===== config.mk =====
export PLATFORM = sky130hd
export DESIGN_NAME = serial_tx_scheduler_flat
export DESIGN_NICKNAME = d
export VERILOG_FILES = /design/src/rtl/serial_tx_scheduler_if.sv /design/src/rtl/serial_tx_scheduler.sv /design/src/flat_wrapper.sv
export SDC_FILE = /design/constraint.sdc
export NUM_CORES = 1
export LEC_CHECK = 0
export CORE_UTILIZATION = 30
export CTS_CLUSTER_SIZE = 20
export DETAILED_ROUTE_END_ITERATION = 10
export SETUP_SLACK_MARGIN = 0.02
export SLEW_MARGIN = 30
export SYNTH_ARGS = -nofsm -noshare
export SYNTH_HDL_FRONTEND = slang
export SYNTH_SLANG_ARGS = --single-unit

===== constraint.sdc =====
create_clock -name clk -period 1.2 [get_ports clk]
set_input_delay 0.12 -clock clk [delete_from_list [all_inputs] [get_ports clk]]
set_output_delay 0.12 -clock clk [all_outputs]
set_load 0.005 [all_outputs]

===== src/rtl/serial_tx_scheduler_if.sv =====
// Requester/shifter bundle for serial_tx_scheduler. The scheduler connects
// through the slave modport; requesters and shifter use the master modport.
interface serial_tx_scheduler_if;
  logic       req0;
  logic [7:0] data0;
  logic       ack0;
  logic       req1;
  logic [7:0] data1;
  logic       ack1;
  logic       shLoad;
  logic [7:0] shData;
  logic       shSIn;
  logic       txValid;
  logic       txSel;
  logic       busy;
  logic       done;

  modport master (
    output req0, data0, req1, data1,
    input  ack0, ack1, shLoad, shData, shSIn, txValid, txSel, busy, done
  );

  modport slave (
    input  req0, data0, req1, data1,
    output ack0, ack1, shLoad, shData, shSIn, txValid, txSel, busy, done
  );
endinterface


===== src/rtl/serial_tx_scheduler.sv =====
// Two-requester round-robin scheduler that feeds one byte at a time to an
// external parallel-to-serial shifter (MSB first), followed by GAP idle cycles.
module serial_tx_scheduler #(
  parameter int unsigned GAP  = 1,
  parameter logic        FILL = 1'b0
) (
  input logic                   clk,
  input logic                   reset,
  serial_tx_scheduler_if.slave  io_bus
);

  localparam logic [1:0] S_IDLE  = 2'd0;
  localparam logic [1:0] S_LOAD  = 2'd1;
  localparam logic [1:0] S_SHIFT = 2'd2;
  localparam logic [1:0] S_GAP   = 2'd3;

  localparam logic [3:0] GAP_LAST = (GAP == 0) ? 4'd0 : 4'(GAP - 1);

  logic [1:0] r_state;
  logic [2:0] r_bitCnt;
  logic [3:0] r_gapCnt;
  logic       r_lastSel;
  logic       r_ack0;
  logic       r_ack1;
  logic       r_shLoad;
  logic [7:0] r_shData;
  logic       r_txValid;
  logic       r_txSel;
  logic       r_busy;
  logic       r_done;

  logic       w_reqAny;
  logic       w_grantSel;
  logic       w_grant;
  logic [1:0] w_stateNxt;

  // Contention goes to whoever was not served last; a lone requester always wins.
  always_comb begin
    w_reqAny = io_bus.req0 | io_bus.req1;
    if (io_bus.req0 && io_bus.req1) begin
      w_grantSel = ~r_lastSel;
    end else begin
      w_grantSel = io_bus.req1;
    end
    w_grant = (r_state == S_IDLE) && w_reqAny;
  end

  always_comb begin
    w_stateNxt = r_state;
    unique case (r_state)
      S_IDLE:  if (w_reqAny) w_stateNxt = S_LOAD;
      S_LOAD:  w_stateNxt = S_SHIFT;
      S_SHIFT: if (r_bitCnt == 3'd7) w_stateNxt = (GAP == 0) ? S_IDLE : S_GAP;
      S_GAP:   if (r_gapCnt == GAP_LAST) w_stateNxt = S_IDLE;
      default: w_stateNxt = S_IDLE;
    endcase
  end

  // Outputs are registered from the next-state decode so they line up with
  // the state they describe rather than lagging it by a cycle.
  always_ff @(posedge clk) begin
    if (reset) begin
      r_state   <= S_IDLE;
      r_bitCnt  <= '0;
      r_gapCnt  <= '0;
      r_lastSel <= 1'b1;
      r_ack0    <= 1'b0;
      r_ack1    <= 1'b0;
      r_shLoad  <= 1'b0;
      r_shData  <= '0;
      r_txValid <= 1'b0;
      r_txSel   <= 1'b0;
      r_busy    <= 1'b0;
      r_done    <= 1'b0;
    end else begin
      r_state   <= w_stateNxt;
      r_bitCnt  <= (r_state == S_SHIFT) ? r_bitCnt + 3'd1 : 3'd0;
      r_gapCnt  <= (r_state == S_GAP && w_stateNxt == S_GAP) ? r_gapCnt + 4'd1 : 4'd0;
      if (w_grant) begin
        r_shData  <= w_grantSel ? io_bus.data1 : io_bus.data0;
        r_txSel   <= w_grantSel;
        r_lastSel <= w_grantSel;
      end
      r_ack0    <= w_grant && !w_grantSel;
      r_ack1    <= w_grant && w_grantSel;
      r_shLoad  <= (w_stateNxt == S_LOAD);
      r_txValid <= (w_stateNxt == S_SHIFT);
      r_busy    <= (w_stateNxt != S_IDLE);
      r_done    <= (r_state == S_SHIFT) && (r_bitCnt == 3'd7);
    end
  end

  assign io_bus.ack0    = r_ack0;
  assign io_bus.ack1    = r_ack1;
  assign io_bus.shLoad  = r_shLoad;
  assign io_bus.shData  = r_shData;
  assign io_bus.shSIn   = FILL;
  assign io_bus.txValid = r_txValid;
  assign io_bus.txSel   = r_txSel;
  assign io_bus.busy    = r_busy;
  assign io_bus.done    = r_done;

  a_ack_onehot: assert property (@(posedge clk) !(r_ack0 && r_ack1));
  a_load_tx_excl: assert property (@(posedge clk) !(r_shLoad && r_txValid));

endmodule


===== src/flat_wrapper.sv =====
// flat-port wrapper written by rule: the top's interface ports become plain ports
module serial_tx_scheduler_flat 
#(
  parameter int unsigned GAP  = 1,
  parameter logic        FILL = 1'b0
)
  (clk, reset, io_bus_req0, io_bus_data0, io_bus_req1, io_bus_data1, io_bus_ack0, io_bus_ack1, io_bus_shLoad, io_bus_shData, io_bus_shSIn, io_bus_txValid, io_bus_txSel, io_bus_busy, io_bus_done);
  serial_tx_scheduler_if io_bus_i ();
  input logic clk;
  input logic reset;
  input wire logic [$bits(io_bus_i.req0)-1:0] io_bus_req0;
  input wire logic [$bits(io_bus_i.data0)-1:0] io_bus_data0;
  input wire logic [$bits(io_bus_i.req1)-1:0] io_bus_req1;
  input wire logic [$bits(io_bus_i.data1)-1:0] io_bus_data1;
  output wire logic [$bits(io_bus_i.ack0)-1:0] io_bus_ack0;
  output wire logic [$bits(io_bus_i.ack1)-1:0] io_bus_ack1;
  output wire logic [$bits(io_bus_i.shLoad)-1:0] io_bus_shLoad;
  output wire logic [$bits(io_bus_i.shData)-1:0] io_bus_shData;
  output wire logic [$bits(io_bus_i.shSIn)-1:0] io_bus_shSIn;
  output wire logic [$bits(io_bus_i.txValid)-1:0] io_bus_txValid;
  output wire logic [$bits(io_bus_i.txSel)-1:0] io_bus_txSel;
  output wire logic [$bits(io_bus_i.busy)-1:0] io_bus_busy;
  output wire logic [$bits(io_bus_i.done)-1:0] io_bus_done;
  assign io_bus_i.req0 = io_bus_req0;
  assign io_bus_i.data0 = io_bus_data0;
  assign io_bus_i.req1 = io_bus_req1;
  assign io_bus_i.data1 = io_bus_data1;
  assign io_bus_ack0 = io_bus_i.ack0;
  assign io_bus_ack1 = io_bus_i.ack1;
  assign io_bus_shLoad = io_bus_i.shLoad;
  assign io_bus_shData = io_bus_i.shData;
  assign io_bus_shSIn = io_bus_i.shSIn;
  assign io_bus_txValid = io_bus_i.txValid;
  assign io_bus_txSel = io_bus_i.txSel;
  assign io_bus_busy = io_bus_i.busy;
  assign io_bus_done = io_bus_i.done;
  serial_tx_scheduler #(.GAP(GAP), .FILL(FILL)) u_core (.clk(clk), .reset(reset), .io_bus(io_bus_i));
endmodule

==> out/qor.yml <==
synth:
  ys_async_sr_fraction_pct: 0
  ys_types: 31
  ys_ff_latch: 25
  avgSynthCellArea_um2: 9.63
  ys.flop_type: "dfxtp_1"
  synth_top_cell_area_share_pct: 49.0
  syn-instance-count: 106
  ys_seq_area_share_pct: 49.0
  synth_area_um2: 1020
  synth-warning-count: 0
  synth-edff-count: 0
  yosys.area.top_type: "dfxtp_1"
  synthTopCellsByArea: "dfxtp_1, a221o_1, ha_1"
  syn_nets: 130
clock_network:
  cts_tree: "yes"
  numClockSinks: 25
  path_clk_slew_ps: 130
  insertion_delay_ps: 310
  cts_max_path_buffers: 2
  cts_inserted_buffers: 3
  root_buffer: "clkbuf_4"
  hold_buffers: 0
  htree_levels: 1
critical_path:
  cp_common_cell: "or3b_4"
  crit_path_end_kind: "flip-flop"
  path_class: "flip-flop to flip-flop"
  crit_buf_inv: 1
  arrival_ps: 1600
  crit_path_max_incr_delay_ps: 410
  critPathRequiredTime_ps: 1470
  crit_chain: "inv_2 -> ha_2 -> or3b_4 -> or3b_4 -> nor2_1"
  crit_family: "simple AND/OR/NAND/NOR gates"
  critPathSlowestCell: "or3b_4"
  crit_fanout: 4
  cp-start-kind: "flip-flop"
timing:
  hold_violations: 0
  period_share_pct: 111
  fin_ws_ps: -134
  fin_worst_skew_ps: 3.48
  setup_viol: 12
  grt_setup_unrepaired: "yes"
  fin_crit_ps: 1330
  maxSlewViolCount: 0
  fmax_mhz: 750
  hold_slack_ps: 356
route:
  via_per_inst: 4.59
  drt_pass1_iterations: 4
  wirelength_mm: 2.34
  num_vias: 945
  drc: 0
  routedWlPerCell_um: 11.3
  ant_nets: 0
  first_iter_violations: 25
global_route:
  first_global_vias: 928
  grt_pass1_wl_mm: 3.71
  antenna_found_initial: 0
  grt_start_max_net_pins: 14
  grt_overflow: 0
  grt_use_total_pct: 13.7
floorplanning:
  die_area_um2: 3640
  dieHeight_um: 60.3
  rows: 20
  start_util_pct: 32.6
  die_x_um: 60.3
  ioPinCount: 36
  core_area_um2: 3130
placement:
  place.detailed.hpwl_mm: 1.84
  port-buffer-count: 34
  gp_congestion: 0.800
power_and_ir_drop:
  leakage_uw: 0.000751
  ir_worst_vdd_mv: 0.511
  p_per_area_nw_per_um2: 1060
  power_uw: 1720
layout:
  areaGrowthSynthToFinish_pct: 59.4
  finish.net_count: 187
  drive_gt1_share_pct: 33.3
  antenna_cells: 0
run:
  cap_viol_max_count: 0
run_status:
  violations: "setup timing"
  status: "complete, but fails checks"
hold_path:
  hp-class: "input port to flip-flop"
## sequential cells by signal, indices dropped and copies added, names as in the netlist
register / count
u_core.io_bus.ack0: 1
u_core.io_bus.ack1: 1
u_core.io_bus.busy: 1
u_core.io_bus.done: 1
u_core.io_bus.shData: 8
u_core.io_bus.shLoad: 1
u_core.io_bus.txSel: 1
u_core.io_bus.txValid: 1
u_core.r_bitCnt: 3
u_core.r_gapCnt: 4
u_core.r_lastSel: 1
u_core.r_state: 2
## path summary, 6_finish.rpt
| kind | start | to | slack (ps) | cells after the start |
|---|---|---|---|---|
| hold reg to reg | u_core.r_bitCnt[0]$_SDFF_PP0_ | u_core.r_bitCnt[0]$_SDFF_PP0_ | 450 | 1 |
| setup reg to reg | u_core.r_gapCnt[0]$_SDFF_PP0_ | u_core.r_gapCnt[2]$_SDFF_PP0_ | -130 | 5 |
| setup / recovery | u_core.r_gapCnt[0]$_SDFF_PP0_ | u_core.r_gapCnt[2]$_SDFF_PP0_ | -130 | 5 |
| hold / removal | io_bus_data1[2] | u_core.io_bus.shData[2]$_SDFFE_PP0P_ | 360 | 3 |
## cell usage in the layout (no fill, tap or decap), types with 4 or more instances in the layout
cell             instances
buf_4                   21
clkdlybuf4s50_1         19
dlygate4sd2_1           14
dfxtp_1                 13
dfxtp_2                 11
nor2_1                   8
nand3_1                  7
inv_1                    7
nor3_1                   6
a221o_1                  5
or3b_4                   4
## logic make-up after synthesis
group                      count (synthesis)  synth area share, %
and+or+nand+nor                           41                 23.4
DFF                                       25                 49.0
AOI/OAI and AO/OA                         19                 13.6
buffers and inverters                     13                 6.00
adders and majority gates                  4                 4.90
xor gates and xnor gates                   2                 1.72
other                                      1                0.367
muxes                                      1                0.980
## power breakdown
group / switching, uW / internal (uW) / total [uW] / leakage, uW
sequential: 32.4 / 898 / 930 / 0.000210
combinational: 157 / 258 / 416 / 0.000526
clock: 242 / 130 / 372 / 0.0000150
total: 432 / 1290 / 1720 / 0.000751
## repair_timing
action                                  CTS  global route
resized for setup                        26            15
pin swaps                                 5             8
buffers inserted                          4             0
endpoints found under the setup margin   30            20
## worst register-to-register path, stage by stage, from the launching register on
cell     delay [ps]
dfxtp_2         360
inv_2            30
ha_2            160
or3b_4          230
or3b_4          410
nor2_1          110
## layout make-up
| class | instances | area (um^2) |
|---|---|---|
| Timing Repair Buffer | 56 | 494 |
| Sequential cell | 25 | 518 |
| Inverter | 9 | 33.8 |
| Fill cell | 296 | 1500 |
| Clock buffer | 4 | 26.3 |
| Tap cell | 44 | 55.1 |
| Multi-Input combinational cell | 68 | 500 |
## layer usage
metal / track usage (%) / routed length (um)
met5: 0 / 0
met4: 6.64 / 33
met3: 2.77 / 116
met2: 24.5 / 1150
met1: 15.6 / 1030
## synthesized netlist by cell type, types with 2 or more instances
library cell / n
dfxtp_1: 25
nand2_1: 2
ha_1: 4
a21o_1: 2
inv_1: 9
nor3b_1: 3
a31oi_1: 3
or3b_1: 3
nand2b_1: 2
nor2_1: 11
o21ai_0: 4
and2_1: 3
nand3_1: 7
a21oi_1: 2
nor3_1: 6
a221o_1: 5
## metrics by stage
stage | setup WS [ps] | cells | utilization (%) | area (um^2) | TNS, ps
final | -134 | 206 | 52.0 | 1630 | -1050
after CTS | -121 | 206 | 51.0 | 1590 | -1260
after detailed placement | -335 | 198 | 49.1 | 1540 | -4830
after global placement | -318 | 198 | 49.1 | 1540 | -4650
after floorplan | -68.9 | 106 | - | 1030 | -531
after global routing | -183 | 206 | 52.0 | 1630 | -1580
Power figures use the tool's default switching activity.
